<file path="src/rtl/run_detect_fsm_if.sv">
// Signal bundle for run_detect_fsm: sample controls in, detect status out.
// The master drives the controls; the slave is the detector itself.
interface run_detect_fsm_if #(
    parameter int unsigned N     = 2,
    parameter int unsigned CNT_W = 8
);
    localparam int unsigned RW = $clog2(N + 1);

    logic             en;
    logic             w;
    logic             pol;
    logic             mode;
    logic             clr_cnt;
    logic             z;
    logic             hit;
    logic [RW-1:0]    run_len;
    logic [CNT_W-1:0] det_count;
    logic             ovf;

    modport master (
        output en, w, pol, mode, clr_cnt,
        input  z, hit, run_len, det_count, ovf
    );

    modport slave (
        input  en, w, pol, mode, clr_cnt,
        output z, hit, run_len, det_count, ovf
    );
endinterface

</file>
<file path="src/rtl/run_detect_fsm.sv">
// Moore run detector: flags N consecutive sampled bits equal to pol, with a
// one-cycle hit pulse and a wrapping detection counter with sticky overflow.
module run_detect_fsm #(
    parameter int unsigned N     = 2,
    parameter int unsigned CNT_W = 8
) (
    input logic              Clock,
    input logic              Reset,
    run_detect_fsm_if.slave  bus
);
    localparam int unsigned RW = $clog2(N + 1);
    localparam logic [RW-1:0] RunMax = RW'(N);
    localparam logic [RW-1:0] RunOne = RW'(1);

    typedef enum logic [1:0] {StIdle, StRun, StDet} state_e;

    state_e           state;
    logic             match;
    logic [RW-1:0]    run_q, run_d;
    logic             hit_q, hit_d;
    logic [CNT_W-1:0] cnt_q, cnt_d;
    logic             ovf_q, ovf_d;

    // State is carried entirely by the run counter.
    always_comb begin
        if (run_q == '0) begin
            state = StIdle;
        end else if (run_q == RunMax) begin
            state = StDet;
        end else begin
            state = StRun;
        end
    end

    always_comb begin
        run_d = run_q;
        hit_d = 1'b0;
        cnt_d = cnt_q;
        ovf_d = ovf_q;
        match = (bus.w == bus.pol);
        if (bus.en) begin
            unique case (state)
                StIdle, StRun: run_d = match ? run_q + 1'b1 : '0;
                StDet:         run_d = !match ? '0 : (bus.mode ? RunOne : RunMax);
                default:       run_d = '0;
            endcase
            // Re-entry from DET (mode=1, N=1) counts as a fresh detection.
            hit_d = (run_d == RunMax) && ((state != StDet) || bus.mode);
            if (bus.clr_cnt) begin
                cnt_d = '0;
                ovf_d = 1'b0;
            end else if (hit_d) begin
                cnt_d = cnt_q + 1'b1;
                if (cnt_q == '1) begin
                    ovf_d = 1'b1;
                end
            end
        end
    end

    always_ff @(posedge Clock) begin
        if (Reset) begin
            run_q <= '0;
            hit_q <= 1'b0;
            cnt_q <= '0;
            ovf_q <= 1'b0;
        end else begin
            run_q <= run_d;
            hit_q <= hit_d;
            cnt_q <= cnt_d;
            ovf_q <= ovf_d;
        end
    end

    assign bus.z         = (state == StDet);
    assign bus.hit       = hit_q;
    assign bus.run_len   = run_q;
    assign bus.det_count = cnt_q;
    assign bus.ovf       = ovf_q;
endmodule

</file>
<file path="src/flat_wrapper.sv">
// flat-port wrapper written by rule: the top's interface ports become plain ports
module run_detect_fsm_flat 
#(
    parameter int unsigned N     = 2,
    parameter int unsigned CNT_W = 8
)
  (Clock, Reset, bus_en, bus_w, bus_pol, bus_mode, bus_clr_cnt, bus_z, bus_hit, bus_run_len, bus_det_count, bus_ovf);
  run_detect_fsm_if #(.N(N), .CNT_W(CNT_W)) bus_i ();
  input logic Clock;
  input logic Reset;
  input wire logic [$bits(bus_i.en)-1:0] bus_en;
  input wire logic [$bits(bus_i.w)-1:0] bus_w;
  input wire logic [$bits(bus_i.pol)-1:0] bus_pol;
  input wire logic [$bits(bus_i.mode)-1:0] bus_mode;
  input wire logic [$bits(bus_i.clr_cnt)-1:0] bus_clr_cnt;
  output wire logic [$bits(bus_i.z)-1:0] bus_z;
  output wire logic [$bits(bus_i.hit)-1:0] bus_hit;
  output wire logic [$bits(bus_i.run_len)-1:0] bus_run_len;
  output wire logic [$bits(bus_i.det_count)-1:0] bus_det_count;
  output wire logic [$bits(bus_i.ovf)-1:0] bus_ovf;
  assign bus_i.en = bus_en;
  assign bus_i.w = bus_w;
  assign bus_i.pol = bus_pol;
  assign bus_i.mode = bus_mode;
  assign bus_i.clr_cnt = bus_clr_cnt;
  assign bus_z = bus_i.z;
  assign bus_hit = bus_i.hit;
  assign bus_run_len = bus_i.run_len;
  assign bus_det_count = bus_i.det_count;
  assign bus_ovf = bus_i.ovf;
  run_detect_fsm #(.N(N), .CNT_W(CNT_W)) u_core (.Clock(Clock), .Reset(Reset), .bus(bus_i));
endmodule
</file>
<file path="config.mk">
export PLATFORM = sky130hd
export DESIGN_NAME = run_detect_fsm_flat
export DESIGN_NICKNAME = d
export VERILOG_FILES = /design/src/rtl/run_detect_fsm_if.sv /design/src/rtl/run_detect_fsm.sv /design/src/flat_wrapper.sv
export SDC_FILE = /design/constraint.sdc
export NUM_CORES = 1
export LEC_CHECK = 0
export BUFFER_PORTS_ARGS = -buffer_cell sky130_fd_sc_hd__clkbuf_2
export CORE_AREA = 2 2 39 41
export CTS_CLUSTER_DIAMETER = 40
export DETAILED_ROUTE_END_ITERATION = 8
export DIE_AREA = 0 0 41 43
export GPL_TIMING_DRIVEN = 0
export HOLD_SLACK_MARGIN = 0.06
export PLACE_DENSITY_LB_ADDON = 0.2
export SLEW_MARGIN = 20
export SYNTH_ARGS = -nofsm -noshare
export SYNTH_HDL_FRONTEND = slang
export SYNTH_SLANG_ARGS = --single-unit
</file>
<file path="constraint.sdc">
create_clock -name Clock -period 2.5 [get_ports Clock]
set_input_delay 0.25 -clock Clock [delete_from_list [all_inputs] [get_ports Clock]]
set_output_delay 0.25 -clock Clock [all_outputs]
set_load 0.05 [all_outputs]
</file>
# [After elaboration in Yosys (flattened, before gate mapping)]
# Index checks and enable logic that the tools add are counted.
[op_classes] addsub=2 eq_ne=7 muxes=12 n_bitwise=1 n_reduce_logical=10
[op_table] operator="2-to-1 mux 8 bit" n=2
[op_table] operator="2-to-1 mux 2 bit" n=6
[op_table] operator="adder 8 x 1 -> 8 bit, second input constant" n=1
[op_table] operator="== test 8 bit, second input constant" n=1
[op_table] operator="== test 2 bit, second input constant" n=3
[op_table] operator="zero test 2 bit" n=2
[op_table] operator="one-hot mux 2 bit (2 select lines)" n=1
[op_table] operator="nonzero test 2 bit" n=2
[op_table] operator="OR reduction 2 bit" n=2
[op_table] operator="2-to-1 mux 1 bit" n=3
[op_table] operator="AND reduction 3 bit" n=1
[op_table] operator="adder 2 x 1 -> 2 bit, second input constant" n=1
[op_table] operator="== test 2 x 1 -> 1 bit, second input constant" n=1
[op_table] operator="!= test 2 bit, second input constant" n=1
[op_table] operator="AND reduction 2 bit" n=1
[op_table] operator="== test 1 bit" n=1
[op_table] operator="logical AND 1 bit" n=1
[op_table] operator="logical OR 1 bit" n=1
[op_table] operator="NOT 1 bit" n=1
[totals] register_bits=12 input_bits=7 out_inout_bits=13 elab_cells=36

# [Longest topological paths before layout]
[depth] depth_word=11 ltp_mapped=7 mapped_depth_nobuf=6

# [Worst setup path before layout]
# Ideal clock, no wire load.
[synth_path] path_kind="reg2reg" from="register u_core.run_q[0] (netlist: u_core.bus.run_len[0])" to="register u_core.cnt_q[6] (netlist: u_core.bus.det_count[6])" setup_time_ns=0.070 arrival_ns=2.278 t_required_ns=2.430 setup_slack_ns=0.152 stages_incl_launch_ff=8 n_path_buf=1 synth_period_minus_slack_ns=2.348 path_cell_list="dfxtp_1 -> inv_1 -> ha_1 -> nor4bb_1 -> buf_4 -> nand4_4 -> or3_1 -> a21oi_1"
[synth_between] elab_cells_between_ends=18 cone_classes="1 x add/sub; 5 x eq/ne; 5 x mux; 7 x reduce/logical"
[synth_rtl] item="from (decl)" line="run_detect_fsm.sv:19" source="logic [RW-1:0] run_q, run_d;"
[synth_rtl] item="from (signal assigned)" line="run_detect_fsm.sv:68" source="run_q <= run_d;"
[synth_rtl] item="== test 2 bit" line="run_detect_fsm.sv:28" source="end else if (run_q == RunMax) begin"
[synth_rtl] item="2-to-1 mux 2 bit" line="run_detect_fsm.sv:28"
[synth_rtl] item="2-to-1 mux 2 bit *" line="run_detect_fsm.sv:26" source="if (run_q == '0) begin"
[synth_rtl] item="== test 2 bit *"
[synth_rtl] item="named net bus_z" line="flat_wrapper.sv:16" source="output wire logic [$bits(bus_i.z)-1:0] bus_z;"
[synth_rtl] item="one-hot mux 2 bit (2 select lines) *" line="run_detect_fsm.sv:42" source="unique case (state)"
[synth_rtl] item="2-to-1 mux 2 bit *" line="run_detect_fsm.sv:41" source="if (bus.en) begin"
[synth_rtl] item="== test 2 bit *" line="run_detect_fsm.sv:48" source="hit_d = (run_d == RunMax) && ((state != StDet) || bus.mode);"
[synth_rtl] item="logical AND 1 bit *" line="run_detect_fsm.sv:48"
[synth_rtl] item="nonzero test 2 bit (no source line) *"
[synth_rtl] item="AND reduction 2 bit (no source line) *"
[synth_rtl] item="to (signal assigned)" line="run_detect_fsm.sv:70" source="cnt_q <= cnt_d;"
[synth_rtl] item="to (decl)" line="run_detect_fsm.sv:21" source="logic [CNT_W-1:0] cnt_q, cnt_d;"
# Mark *: on every way through the listed nets, which the timed path passes. The rest lies on a longest branch. The select of a mux whose other input is x is not followed.
# A chain may end at the register's enable or synchronous reset.

# [Final worst setup path]
[layout_path] from="register u_core.run_q[0] (netlist: u_core.bus.run_len[0])" to="register u_core.cnt_q[6] (netlist: u_core.bus.det_count[6])"
[layout_between] elab_chain_len=11 elab_cells_between_ends=18 cone_classes="1 x add/sub; 5 x eq/ne; 5 x mux; 7 x reduce/logical"
[layout_rtl] item="== test 2 bit" line="run_detect_fsm.sv:28"
[layout_rtl] item="2-to-1 mux 2 bit" line="run_detect_fsm.sv:28"
[layout_rtl] item="2-to-1 mux 2 bit" line="run_detect_fsm.sv:26"
[layout_rtl] item="== test 2 x 1 -> 1 bit or zero test 2 bit (tied branches)" line="run_detect_fsm.sv:42"
[layout_rtl] item="OR reduction 2 bit" line="run_detect_fsm.sv:42"
[layout_rtl] item="one-hot mux 2 bit (2 select lines)" line="run_detect_fsm.sv:42"
[layout_rtl] item="2-to-1 mux 2 bit" line="run_detect_fsm.sv:41"
[layout_rtl] item="== test 2 bit" line="run_detect_fsm.sv:48"
[layout_rtl] item="logical AND 1 bit *" line="run_detect_fsm.sv:48"
[layout_rtl] item="nonzero test 2 bit (no source line) *"
[layout_rtl] item="AND reduction 2 bit (no source line) *"
# Mark *: on every way between the ends. The rest lies on a longest branch, timed or not. The select of a mux whose other input is x is not followed.

==> metrics.csv <==
stage,metric,value,unit
final_layout,"most common cell after layout, fill and taps aside",clkbuf_2,
logic_synthesis,Syn Nets,73,
clocking,post-cts sizing count,0,
logic_synthesis,Mapped Area,584,um^2
hold_path,Hold Path Class,in -> reg,
global_route,vias in the first global route,473,
hold_path,Worst Min Path Start,Reset,
floorplanning,DIE WIDTH,41,um
hold_path,Hold Path Sink,u_core.bus.run_len[0],
logic_synthesis,sequential share of the synthesized area,0.411,
route,Post-Route WL,1110,um
floorplanning,IO Count,20,
place,Placer Congestion,0.649,
route,DRC,0,
clocking,postcts setup bufs,0,
route,Vias,526,
clocking,CTS tree,done,
clocking,clk sink count,12,
place,Post-Place Setup Slack,0.570,ns
global_route,largest net degree at the start of global routing,11,
route,router iterations before antenna repair,3,
route,Routed WL per cell,10.9,um
setup_path,kind of critical path,reg -> reg,
logic_synthesis,Post-Synthesis Cells,64,
timing,Final Slew Violations,0,
setup_path,worst flop-to-flop path endpoint,u_core.bus.det_count[6],
clocking,clock latency on the worst-skew pair,0.27,ns
timing,Slew Limit Headroom,0.599,
timing,Final Hold Fails,0,
setup_path,R2R cell count,7,
floorplanning,Die Span Y,43,um
final_layout,most frequent cells in the layout,"clkbuf_2 (19), dfxtp_1 (12), nand3_1 (6), nor2_1 (6)",
floorplanning,DIE AREA,0.00176,mm^2
setup_path,slowest cell delay on critical path,0.39,ns
setup_path,CP Data Required Time,2.71,ns
route,vias per cell,5.16,
flow_run,MaxCap Viol Count,0,
setup_path,CP cell instances,"inv_1, ha_1, nor4bb_1, buf_4, nand4_4, or3_1, a21oi_1",
timing,skew final,0.00574,ns
final_layout,Synth-to-Final Area Change,23.6,%
global_route,first-pass GRT wire length,1970,um
clocking,hold buffer count at CTS,0,
setup_path,Worst Path Arrival,2.13,ns
place,Placed Cells,99,
logic_synthesis,Syn Area/Cell,9.13,um^2
final_layout,final core utilization,0.522,
timing,FMAX,518,MHz
timing,fin worst setup slack,0.571,ns
power,pwr/cell area,497,mW/mm^2
setup_path,Crit-path slowest cell,dfxtp_1,
floorplanning,row cnt,14,
timing,Sum Neg Setup Slack,0,ns
hold_path,hold path depth,2,
setup_path,flop-to-flop setup slack,0.57,ns
power,Power Total,359,uW
final_layout,share of cells above drive strength 1,0.302,
clocking,CTS Buffer Depth,2,
clocking,Clock Pin Slew Worst Setup and Hold Paths,0.08,ns
clocking,CTS Root Cell,clkbuf_4,
outcome,status,finished clean,
timing,fin crit period,1.93,ns
place,DP HPWL,845,um
floorplanning,core region area,0.00138,mm^2
final_layout,# nets final,97,
power,VDD IR max,238,uV
logic_synthesis,Synth cell types,24,
timing,final setup fails,0,
timing,Worst Tran Pin Value,0.599,ns
place,port bufs,19,
clocking,TritonCTS Buffers,3,
floorplanning,starting density of the core,0.422,
clocking,CTS H-tree lvls,1,
route,First DRT Iteration DRCs,6,
setup_path,R2R Path Start,u_core.bus.run_len[0],
setup_path,crit-path max FO,7,
global_route,gr usage total,0.162,
timing,period utilization,0.772,
route,post-route antenna net violation count,0,
logic_synthesis,Yosys reg bits,12,
logic_synthesis,Ys Warns,0,
setup_path,type of origin of the critical path,flip-flop,
setup_path,Crit. End Element,flip-flop,
final_layout,final antenna diode count,0,
timing,RSZ-0062 raised after global routing,false,
global_route,initial antenna violation count,0,
final_layout,Final Non-Filler Cells,102,
power,P_leak,0.000307,uW
global_route,grt ovf,0,
## state kept, by name, summed over array words and instances, names as in the netlist
register              cells
u_core.bus.det_count      8
u_core.bus.hit            1
u_core.bus.ovf            1
u_core.bus.run_len        2
## through the flow
stage | instance area [um^2] | hold slack, ns
3_5_place_dp | 699 | 0.436
6_report | 722 | 0.205
4_1_cts | 722 | 0.208
3_3_place_gp | 699 | 0.432
2_1_floorplan | 584 | 0.319
5_1_grt | 722 | 0.213
## layer usage
layer | vias to the layer above | global-route usage | part of all wire
met5 | - | 0 | 0
met3 | 2 | 0.0471 | 0.047
met2 | 13 | 0.238 | 0.50
met1 | 241 | 0.208 | 0.45
li1 | 270 | - | -
met4 | 0 | 0.0800 | 0.0090
## how the worst max path moves through the flow
stage | startpoint | to | slack, ns
global placement | u_core.bus.run_len[0] | u_core.bus.ovf | 0.62
floorplan | u_core.bus.run_len[0] | u_core.bus.det_count[6] | 0.15
CTS | u_core.bus.run_len[0] | u_core.bus.det_count[6] | 0.55
finish | u_core.bus.run_len[0] | u_core.bus.det_count[6] | 0.57
global route | u_core.bus.run_len[0] | u_core.bus.ovf | 0.42
detailed placement | u_core.bus.run_len[0] | u_core.bus.det_count[6] | 0.57
## cell type report
type | count | area, um^2
tap | 16 | 20.0
multi-input combinational | 47 | 322
buffer | 2 | 11.3
fill | 134 | 662
inverter | 3 | 11.3
clock buffer | 3 | 22.5
sequential | 12 | 240
timing repair buffer | 19 | 95.1
## report_power, final
part	internal (uW)	total, uW	switching [uW]
registers	193	196	2.31
logic	15.1	45.3	30.2
clock network	55.7	118	61.9
## cell usage after synthesis, drive strengths merged
cell type,n,share of area
nor4bb,1,0.017
or3,3,0.032
nand2b,3,0.032
buf,2,0.019
a21oi,5,0.043
nand4,2,0.047
nand2,3,0.019
xor2,5,0.075
o21ai,2,0.017
and2,1,0.011
nand3,7,0.069
a311oi,1,0.015
a31oi,1,0.011
nor2,6,0.039
nand4b,1,0.015
ha,2,0.043
and3,2,0.021
xnor2,1,0.028
dfxtp,12,0.41
mux2i,1,0.017
inv,3,0.019
## kinds of logic (layout without fill, tap and decap cells)
group,after synthesis,after routing,share of synthesized area
simple gates,29,29,0.302
buf+inv,5,27,0.0385
mux,1,1,0.0171
fa+ha+maj,2,2,0.0428
flops,12,12,0.411
compound gates,9,9,0.0857
xor+xnor,6,6,0.103
## critical path, delay by kind of cell (launching register included)
family | cells | cell delay, ns
buf+inv | 2 | 0.27
compound gates | 1 | 0.14
simple gates | 3 | 0.76
fa+ha+maj | 1 | 0.31
flops | 1 | 0.39
Power figures use the tool's default switching activity.
